<file path="src/rtl/snf_rxreq.sv">
// SN-F receive side of the CHI REQ channel: grants L-credits backed by FIFO space,
// buffers accepted REQ flits and hands them to the memory pipeline over valid/ready.
package snf_rxreq_pkg;
    typedef struct packed {
        logic [3:0]  qos;
        logic [6:0]  tgt_id;
        logic [6:0]  src_id;
        logic [7:0]  txn_id;
        logic [5:0]  opcode;
        logic [2:0]  size;
        logic [47:0] addr;
    } reqflit_t;

    localparam logic [5:0] OPC_LCRD_RETURN = 6'h00;
endpackage

module snf_rxreq
    import snf_rxreq_pkg::*;
#(
    parameter int DEPTH   = 4,
    parameter int MAX_CRD = 4
) (
    input  logic                       clock,
    input  logic                       reset,
    input  reqflit_t                   RXREQFLIT,
    input  logic                       RXREQFLITV,
    input  logic                       RXREQFLITPEND,
    output logic                       RXREQLCRDV,
    output logic                       req_valid,
    output reqflit_t                   req_flit,
    input  logic                       req_ready,
    output logic                       crd_err,
    output logic [$clog2(DEPTH+1)-1:0] occupancy
);

    localparam int CW = $clog2(DEPTH + 1);
    localparam int RW = $clog2(MAX_CRD + 1);
    localparam int PW = $clog2(DEPTH);
    localparam int SW = $clog2(DEPTH + MAX_CRD + 2);

    logic [CW-1:0] count_reg, count_next;
    logic [RW-1:0] crd_reg, crd_next;
    logic [PW-1:0] wr_ptr_reg, wr_ptr_next;
    logic [PW-1:0] rd_ptr_reg, rd_ptr_next;
    logic          lcrdv_reg, lcrdv_next;
    logic          crd_err_reg, crd_err_next;

    reqflit_t      mem [DEPTH];

    logic          flit_legal;
    logic          flit_illegal;
    logic          enq;
    logic          deq;
    logic [SW-1:0] outstanding;
    logic [SW-1:0] committed;
    logic          unused_pend;

    // The early-flit hint carries no state in this receiver.
    assign unused_pend = RXREQFLITPEND;

    // A credit granted this cycle cannot be used this cycle, so only crd_reg qualifies a flit.
    assign flit_legal   = RXREQFLITV && (crd_reg != '0);
    assign flit_illegal = RXREQFLITV && (crd_reg == '0);
    assign enq          = flit_legal && (RXREQFLIT.opcode != OPC_LCRD_RETURN);
    assign req_valid    = (count_reg != '0);
    assign deq          = req_valid && req_ready;

    assign req_flit   = req_valid ? mem[rd_ptr_reg] : '0;
    assign RXREQLCRDV = lcrdv_reg;
    assign crd_err    = crd_err_reg;
    assign occupancy  = count_reg;

    // In-flight pulse counts as outstanding; a same-cycle dequeue is credited one cycle later.
    always_comb begin
        outstanding = SW'(crd_reg) + SW'(lcrdv_reg);
        committed   = SW'(count_reg) + outstanding;
        lcrdv_next  = (committed < SW'(DEPTH)) && (outstanding < SW'(MAX_CRD));
    end

    always_comb begin
        crd_next = crd_reg;
        if (lcrdv_reg && !flit_legal) begin
            crd_next = crd_reg + RW'(1);
        end else if (!lcrdv_reg && flit_legal) begin
            crd_next = crd_reg - RW'(1);
        end

        count_next = count_reg;
        if (enq && !deq) begin
            count_next = count_reg + CW'(1);
        end else if (deq && !enq) begin
            count_next = count_reg - CW'(1);
        end

        wr_ptr_next  = enq ? wr_ptr_reg + PW'(1) : wr_ptr_reg;
        rd_ptr_next  = deq ? rd_ptr_reg + PW'(1) : rd_ptr_reg;
        crd_err_next = crd_err_reg | flit_illegal;
    end

    always_ff @(posedge clock or posedge reset) begin
        if (reset) begin
            count_reg   <= '0;
            crd_reg     <= '0;
            wr_ptr_reg  <= '0;
            rd_ptr_reg  <= '0;
            lcrdv_reg   <= 1'b0;
            crd_err_reg <= 1'b0;
        end else begin
            count_reg   <= count_next;
            crd_reg     <= crd_next;
            wr_ptr_reg  <= wr_ptr_next;
            rd_ptr_reg  <= rd_ptr_next;
            lcrdv_reg   <= lcrdv_next;
            crd_err_reg <= crd_err_next;
        end
    end

    // Storage needs no reset: entries are only observed while counted as occupied.
    always_ff @(posedge clock) begin
        if (enq) begin
            mem[wr_ptr_reg] <= RXREQFLIT;
        end
    end

    a_no_overcommit: assert property (@(posedge clock) disable iff (reset)
        (int'(count_reg) + int'(crd_reg) <= DEPTH));
    a_crd_bound: assert property (@(posedge clock) disable iff (reset)
        (int'(crd_reg) <= MAX_CRD));

endmodule

</file>
<file path="config.mk">
export PLATFORM = sky130hd
export DESIGN_NAME = snf_rxreq
export DESIGN_NICKNAME = d
export VERILOG_FILES = /design/src/rtl/snf_rxreq.sv
export SDC_FILE = /design/constraint.sdc
export NUM_CORES = 1
export LEC_CHECK = 0
export BUFFER_PORTS_ARGS = -buffer_cell sky130_fd_sc_hd__buf_4
export CAP_MARGIN = 0
export CORE_MARGIN = 8
export CORE_UTILIZATION = 57
export DETAILED_ROUTE_END_ITERATION = 16
export GPL_TIMING_DRIVEN = 0
export PLACE_DENSITY = 0.79
export SLEW_MARGIN = 0
export SYNTH_ARGS = -nofsm -noshare
export SYNTH_HDL_FRONTEND = slang
export SYNTH_SLANG_ARGS = --single-unit
</file>
<file path="constraint.sdc">
create_clock -name clock -period 4.6 [get_ports clock]
set_input_delay 0.23 -clock clock [delete_from_list [all_inputs] [get_ports clock]]
set_output_delay 0.23 -clock clock [all_outputs]
set_load 0.02 [all_outputs]
</file>
==> results.cfg, run 1 <==
[run_status]
status = finished, final reports clean

[setup_path]
critPathMaxFanout = 10
cpMostUsedCell = clkbuf_1
cp_num_cells = 5
required_ns = 4.37
arrival_ns = 2.61
crit_chain = or3_1 > clkbuf_1 > clkbuf_1 > and2_1 > buf_4
cp-endpoint = req_flit[54]
crit_type = reg -> out
path_buf_inv = 3
path_delay_family = buffers and inverters
slowest_delay_ns = 0.48
r2r_cells = 9
startpoint = occupancy[0]$_DFFE_PP0P_
r2r_end = occupancy[2]$_DFFE_PP0P_
cp-end-kind = primary output
reg2reg_slack_ns = 1.90
cp-start-kind = flop
reg2reg_from = occupancy[0]$_DFFE_PP0P_
slowest_stage = clkbuf_1

[route]
antenna_left = 0
drt-total-wl_mm = 27.3
drc = 0
viasPerCell = 5.41
drtIter0Drc = 412
dr_total_vias = 6692
first_pass_iters = 5
wl_per_cell_um = 22.0

[placement]
dpl.hpwl_mm = 16.8
portBuffers = 175
dp_cells = 1085
routabilityCongestion = 0.767

[layout]
fin_cells = 1237
multi_input_area_um2 = 2790
seq_area_um2 = 10300
largest_reg_flops = 332
fill_cells = 1296
drive_above_1_share_pct = 36.5
final_net_count = 989
area_delta_synth_final_pct = 28.4
final_util_pct = 73.6

[grt]
grt_pass1_vias = 7472
grt_usage_pct = 19.6
grt_max_degree = 48
grt_pass1_wl_mm = 42.5
antenna_found_initial = 4
overflow = 0

[floorplan]
die_w_um = 169
coreArea_um2 = 23200
placementRows = 56
start_util_pct = 57.3
ios = 177
die-area_um2 = 28500
dieHeight_um = 169

[flow_run]
cap_violations = 0

[synthesis]
synth_cell_types = 25
synth_area_leaders = edfxtp_1, mux4_2, and2_1
yosys_register_bits = 344
yosysMostFrequentCell = edfxtp_1
synth_nets = 687
synth_cells = 587
yosysTopAreaCell = edfxtp_1
synth_ff_type = edfxtp_1
ys_seq_area_share_pct = 77.2
async_flop_share_pct = 3.49
synthesis.area_um2 = 13300
yosys_warnings = 0
synth_edf_count = 332
yosys-top-cells-count = edfxtp_1, and2_1, mux4_2, dfrtp_1, clkbuf_1
avgSynthCellArea_um2 = 22.7
synth_top_area_share_pct = 75.0

[timing]
worstMarginPinSlew_ns = 0.759
max_freq_mhz = 352
final-hold-violation-count = 0
setup-violations-final = 0
relSlewSlack_pct = 49.4
finalCritPeriodShare_pct = 61.8
finalHoldWorstSlack_ns = 0.0402
grt_setup_unrepaired = no
fin_setup_tns_ns = 0
drv_slew = 0
fin_skew_ns = 0.0103
fin_crit_ns = 2.84

[hold_path]
hold_class = in -> reg

[power_and_ir_drop]
power_leakage_nw = 6.01
ir_drop_mv = 0.429
power_density_nw_per_um2 = 684

[clocking]
cts_root_buffer = clkbuf_16
tritoncts = done
cts_htree_levels = 2
cts_buffer_depth = 3
cts_setup_buffers = 0
cts_sinks = 344
clkTransAtPathRegs_ns = 0.06
clk_latency_ns = 0.50
cts_made_buffers = 36
-- cell type report --
| cell class | count | share of cell area, % |
|---|---|---|
| multi-input combinational | 210 | 16.3 |
| buffer | 28 | 1.35 |
| clock buffer | 48 | 5.66 |
| clock inverter | 15 | 0.872 |
| timing repair buffer | 264 | 13.1 |
| inverter | 5 | 0.110 |
| antenna | 4 | 0.0586 |
| sequential | 344 | 60.1 |
| tap | 319 | 2.34 |
-- per-layer routing --
layer	track usage, %	routed length (um)	vias to the layer above
li1	-	-	2994
met1	23.3	10500	3440
met2	35.4	14500	203
met3	3.77	1530	55
met4	6.68	731	0
met5	0	0	-
-- worst reg2reg max path: cells and delay by family, from the launching register on --
kind                     cells  cell delay (ns)
AND/OR/NAND/NOR              3             0.85
XOR/XNOR                     2             0.33
adder cells (fa/ha/maj)      2             0.58
buffers and inverters        2             0.40
flip-flops                   1             0.46
-- worst min path at each step --
stage | to | cells after the start | from | slack [ns]
finish | rd_ptr_reg[1]$_DFFE_PP0P_ | 3 | req_ready | 0.04
global route | rd_ptr_reg[1]$_DFFE_PP0P_ | 3 | req_ready | 0.04
CTS | rd_ptr_reg[1]$_DFFE_PP0P_ | 3 | req_ready | 0.02
detailed placement | crd_err$_DFF_PP0_ | 2 | reset | 0.28
global placement | crd_err$_DFF_PP0_ | 2 | reset | 0.26
floorplan | RXREQLCRDV$_DFF_PP0_ | 1 | reset | 0.09
-- logic make-up after synthesis --
| kind of cell | count (synthesis) | synth area share, % |
|---|---|---|
| and+or+nand+nor | 98 | 4.48 |
| adders and majority gates | 12 | 1.24 |
| xor gates and xnor gates | 10 | 0.659 |
| AOI/OAI and AO/OA | 4 | 0.216 |
| muxes | 86 | 14.3 |
| DFF | 344 | 77.2 |
| buffers and inverters | 33 | 1.87 |
-- where the power goes --
part	internal [mW]	total, mW	leakage (nW)	switching (mW)
Combinational	2.17	4.60	2.29	2.43
Sequential	4.14	4.33	3.18	0.186
Clock	1.64	2.75	0.549	1.11
Total	7.96	11.7	6.01	3.73
-- layout by cell type, fill, tap and decap left out, types with 5 or more instances in the layout --
master         synthesis  final
clkbuf_16              0     37
clkbuf_1              11     22
buf_4                  3    178
and2_1                87     83
edfxtp_1             332    332
inv_1                  5      5
mux4_2                83     83
xnor2_1                5      5
ha_1                  10     10
clkinv_2               0      7
dlygate4sd3_1          0     85
buf_2                  7      7
buf_12                 6     10
xor2_1                 5      5
dfrtp_1               12     12
-- through the flow --
stage | total power, mW | instance area [um^2] | worst slack (ns)
3_5_place_dp | 9.00 | 15100 | 1.90
4_1_cts | 11.8 | 17100 | 1.68
5_1_grt | 12.2 | 17100 | 1.54
3_3_place_gp | 8.89 | 15000 | -0.275
6_report | 11.7 | 17100 | 1.76
2_1_floorplan | 7.26 | 13300 | 1.27
-- timing repair --
action	CTS	global route
hold buffers	85	0
endpoints found under the hold margin	345	0
resized for setup	0	0
No activity file was read; power rests on OpenSTA's default activity.
==> inputs of run 2 (changes only) <==
==> constraint.sdc (replaced) <==
create_clock -name clock -period 2.9 [get_ports clock]
set_input_delay 0.145 -clock clock [delete_from_list [all_inputs] [get_ports clock]]
set_output_delay 0.145 -clock clock [all_outputs]
set_load 0.02 [all_outputs]
==> results.cfg, run 2 (synthesis results as in run 1) <==
[run_status]
status = finished, final reports clean

[timing]
final-hold-violation-count = 0
relSlewSlack_pct = 49.6
fin_skew_ns = 0.0127
setup-violations-final = 0
max_freq_mhz = 388
finalHoldWorstSlack_ns = 0.219
fin_crit_ns = 2.58
drv_slew = 0
worstMarginPinSlew_ns = 0.757
grt_setup_unrepaired = no
finalCritPeriodShare_pct = 88.9

[floorplan]
dieHeight_um = 169
placementRows = 56
start_util_pct = 57.3
coreArea_um2 = 23200
ios = 177
die-area_um2 = 28500
die_w_um = 169

[power_and_ir_drop]
ir_drop_mv = 0.726
total_power_mw = 18.5
seqPwrFrac_pct = 37.0
p_switching_mw = 5.85
power_leakage_nw = 6.02
clockPowerShare_pct = 23.7
switching_share_pct = 31.6
combPwrFrac_pct = 39.3
power_density_nw_per_um2 = 1080
p_int_mw = 12.7

[clocking]
clkTransAtPathRegs_ns = 0.06
cts_sinks = 344
cts_made_buffers = 35
clk_latency_ns = 0.50
tritoncts = done
cts_htree_levels = 2
cts_buffer_depth = 3
cts_root_buffer = clkbuf_16

[route]
drt-total-wl_mm = 27.2
antenna_left = 0
dr_total_vias = 6667
drc = 0
first_pass_iters = 5
drtIter0Drc = 354
viasPerCell = 5.41
wl_per_cell_um = 22.1

[setup_path]
arrival_ns = 2.43
path_buf_inv = 2
critPathMaxFanout = 14
cp-start-kind = flop
cp-end-kind = primary output
crit_chain = or3_1 > clkbuf_1 > and2_1 > buf_4
crit_type = reg -> out
path_delay_family = simple AND/OR/NAND/NOR gates
slowest_delay_ns = 0.71
required_ns = 2.76
slowest_stage = or3_1

[grt]
grt_pass1_wl_mm = 41.8
overflow = 0
grt_pass1_vias = 7564
antenna_found_initial = 3
grt_max_degree = 47
busiest_layer = met2
use_met2_pct = 34.7
grt_usage_pct = 19.3
met3_usage_pct = 3.82
grtUsageMet1_pct = 23.2

[hold_path]
hold_class = in -> async

[layout]
final_cell_mix = edfxtp_1, buf_4, dlygate4sd3_1
final_util_pct = 73.8
largest_reg_flops = 332
drive_above_1_share_pct = 36.6
area_delta_synth_final_pct = 28.6
fin_cells = 1232
stdcell_area_um2 = 17100
final_net_count = 988
fill_cells = 1277
final_common_cell = edfxtp_1

[placement]
portBuffers = 175
dpl.hpwl_mm = 16.5
routabilityCongestion = 0.753
dp_cells = 1085
dpl_cell_area_um2 = 15100

[flow_run]
cap_violations = 0
==> run 2: cell count changes in the layout (fill, tap and decap cells not counted) <==
| cell | before | now |
|---|---|---|
| clkinv_1 | 4 | 5 |
| buf_16 | 0 | 2 |
| clkinvlp_4 | 0 | 1 |
| clkinv_4 | 1 | 0 |
| diode_2 | 4 | 3 |
| bufinv_16 | 3 | 4 |
| clkinv_2 | 7 | 5 |
| dlygate4sd3_1 | 85 | 86 |
| buf_12 | 10 | 8 |
| clkbuf_1 | 22 | 17 |
==> run 2: per-layer routing <==
layer	vias to the layer above	routed length, um
met5	-	0
met4	0	493
met3	45	1300
met2	179	14800
met1	3460	10600
li1	2983	-
==> run 2: final timing paths <==
path	startpoint	end	slack, ns	cells after the start
setup / recovery	occupancy[0]$_DFFE_PP0P_	req_flit[62]	0.32	4
hold / removal	reset	crd_err$_DFF_PP0_	0.22	3
setup reg to reg	crd_reg[1]$_DFFE_PP0P_	mem[3][51]$_DFFE_PP_	0.33	4
hold reg to reg	crd_err$_DFF_PP0_	crd_err$_DFF_PP0_	0.48	1
max in group asynchronous	reset	wr_ptr_reg[0]$_DFFE_PP0P_	2.34	3
min in group clock	RXREQFLIT[13]	mem[1][13]$_DFFE_PP_	0.39	2
==> run 2: power by group through the flow <==
stage          Sequential, mW  Clock, mW  Combinational, mW
6_report                 6.86       4.39               7.28
5_1_grt                  6.94       4.63               7.76
4_1_cts                  6.87       4.46               7.42
3_5_place_dp             6.96          0               7.29
3_3_place_gp             6.94          0               7.07
2_1_floorplan            6.91          0               4.56
==> run 2: worst register-to-register path: stages, from the launching register on <==
cell,delay [ns]
dfrtp_1,0.47
o31ai_1,0.17
a21oi_1,0.49
and2_4,0.75
buf_12,0.33
==> run 2: metrics by stage <==
step                      worst slack, ns  setup TNS (ns)
after floorplan                     0.472               0
after global placement             -0.416         -134.92
after detailed placement            0.174               0
after CTS                          0.0428               0
after global routing                0.151               0
final                               0.323               0
==> run 2: cell type report <==
| class | count | area, um^2 | area share [%] |
|---|---|---|---|
| Sequential cell | 344 | 10300 | 60.0 |
| Multi-Input combinational cell | 210 | 2790 | 16.3 |
| Timing Repair Buffer | 265 | 2270 | 13.3 |
| Clock buffer | 44 | 952 | 5.57 |
| Tap cell | 319 | 399 | 2.33 |
| Buffer | 27 | 226 | 1.32 |
| Clock inverter | 15 | 171 | 1.00 |
| Inverter | 5 | 18.8 | 0.110 |
| Antenna cell | 3 | 7.51 | 0.0439 |
==> run 2: repair_timing <==
action,in CTS,in global routing
resized for setup,0,0
hold buffers,86,0
hold endpoints to repair,347,0
setup buffers,0,0
setup endpoints to repair,0,10
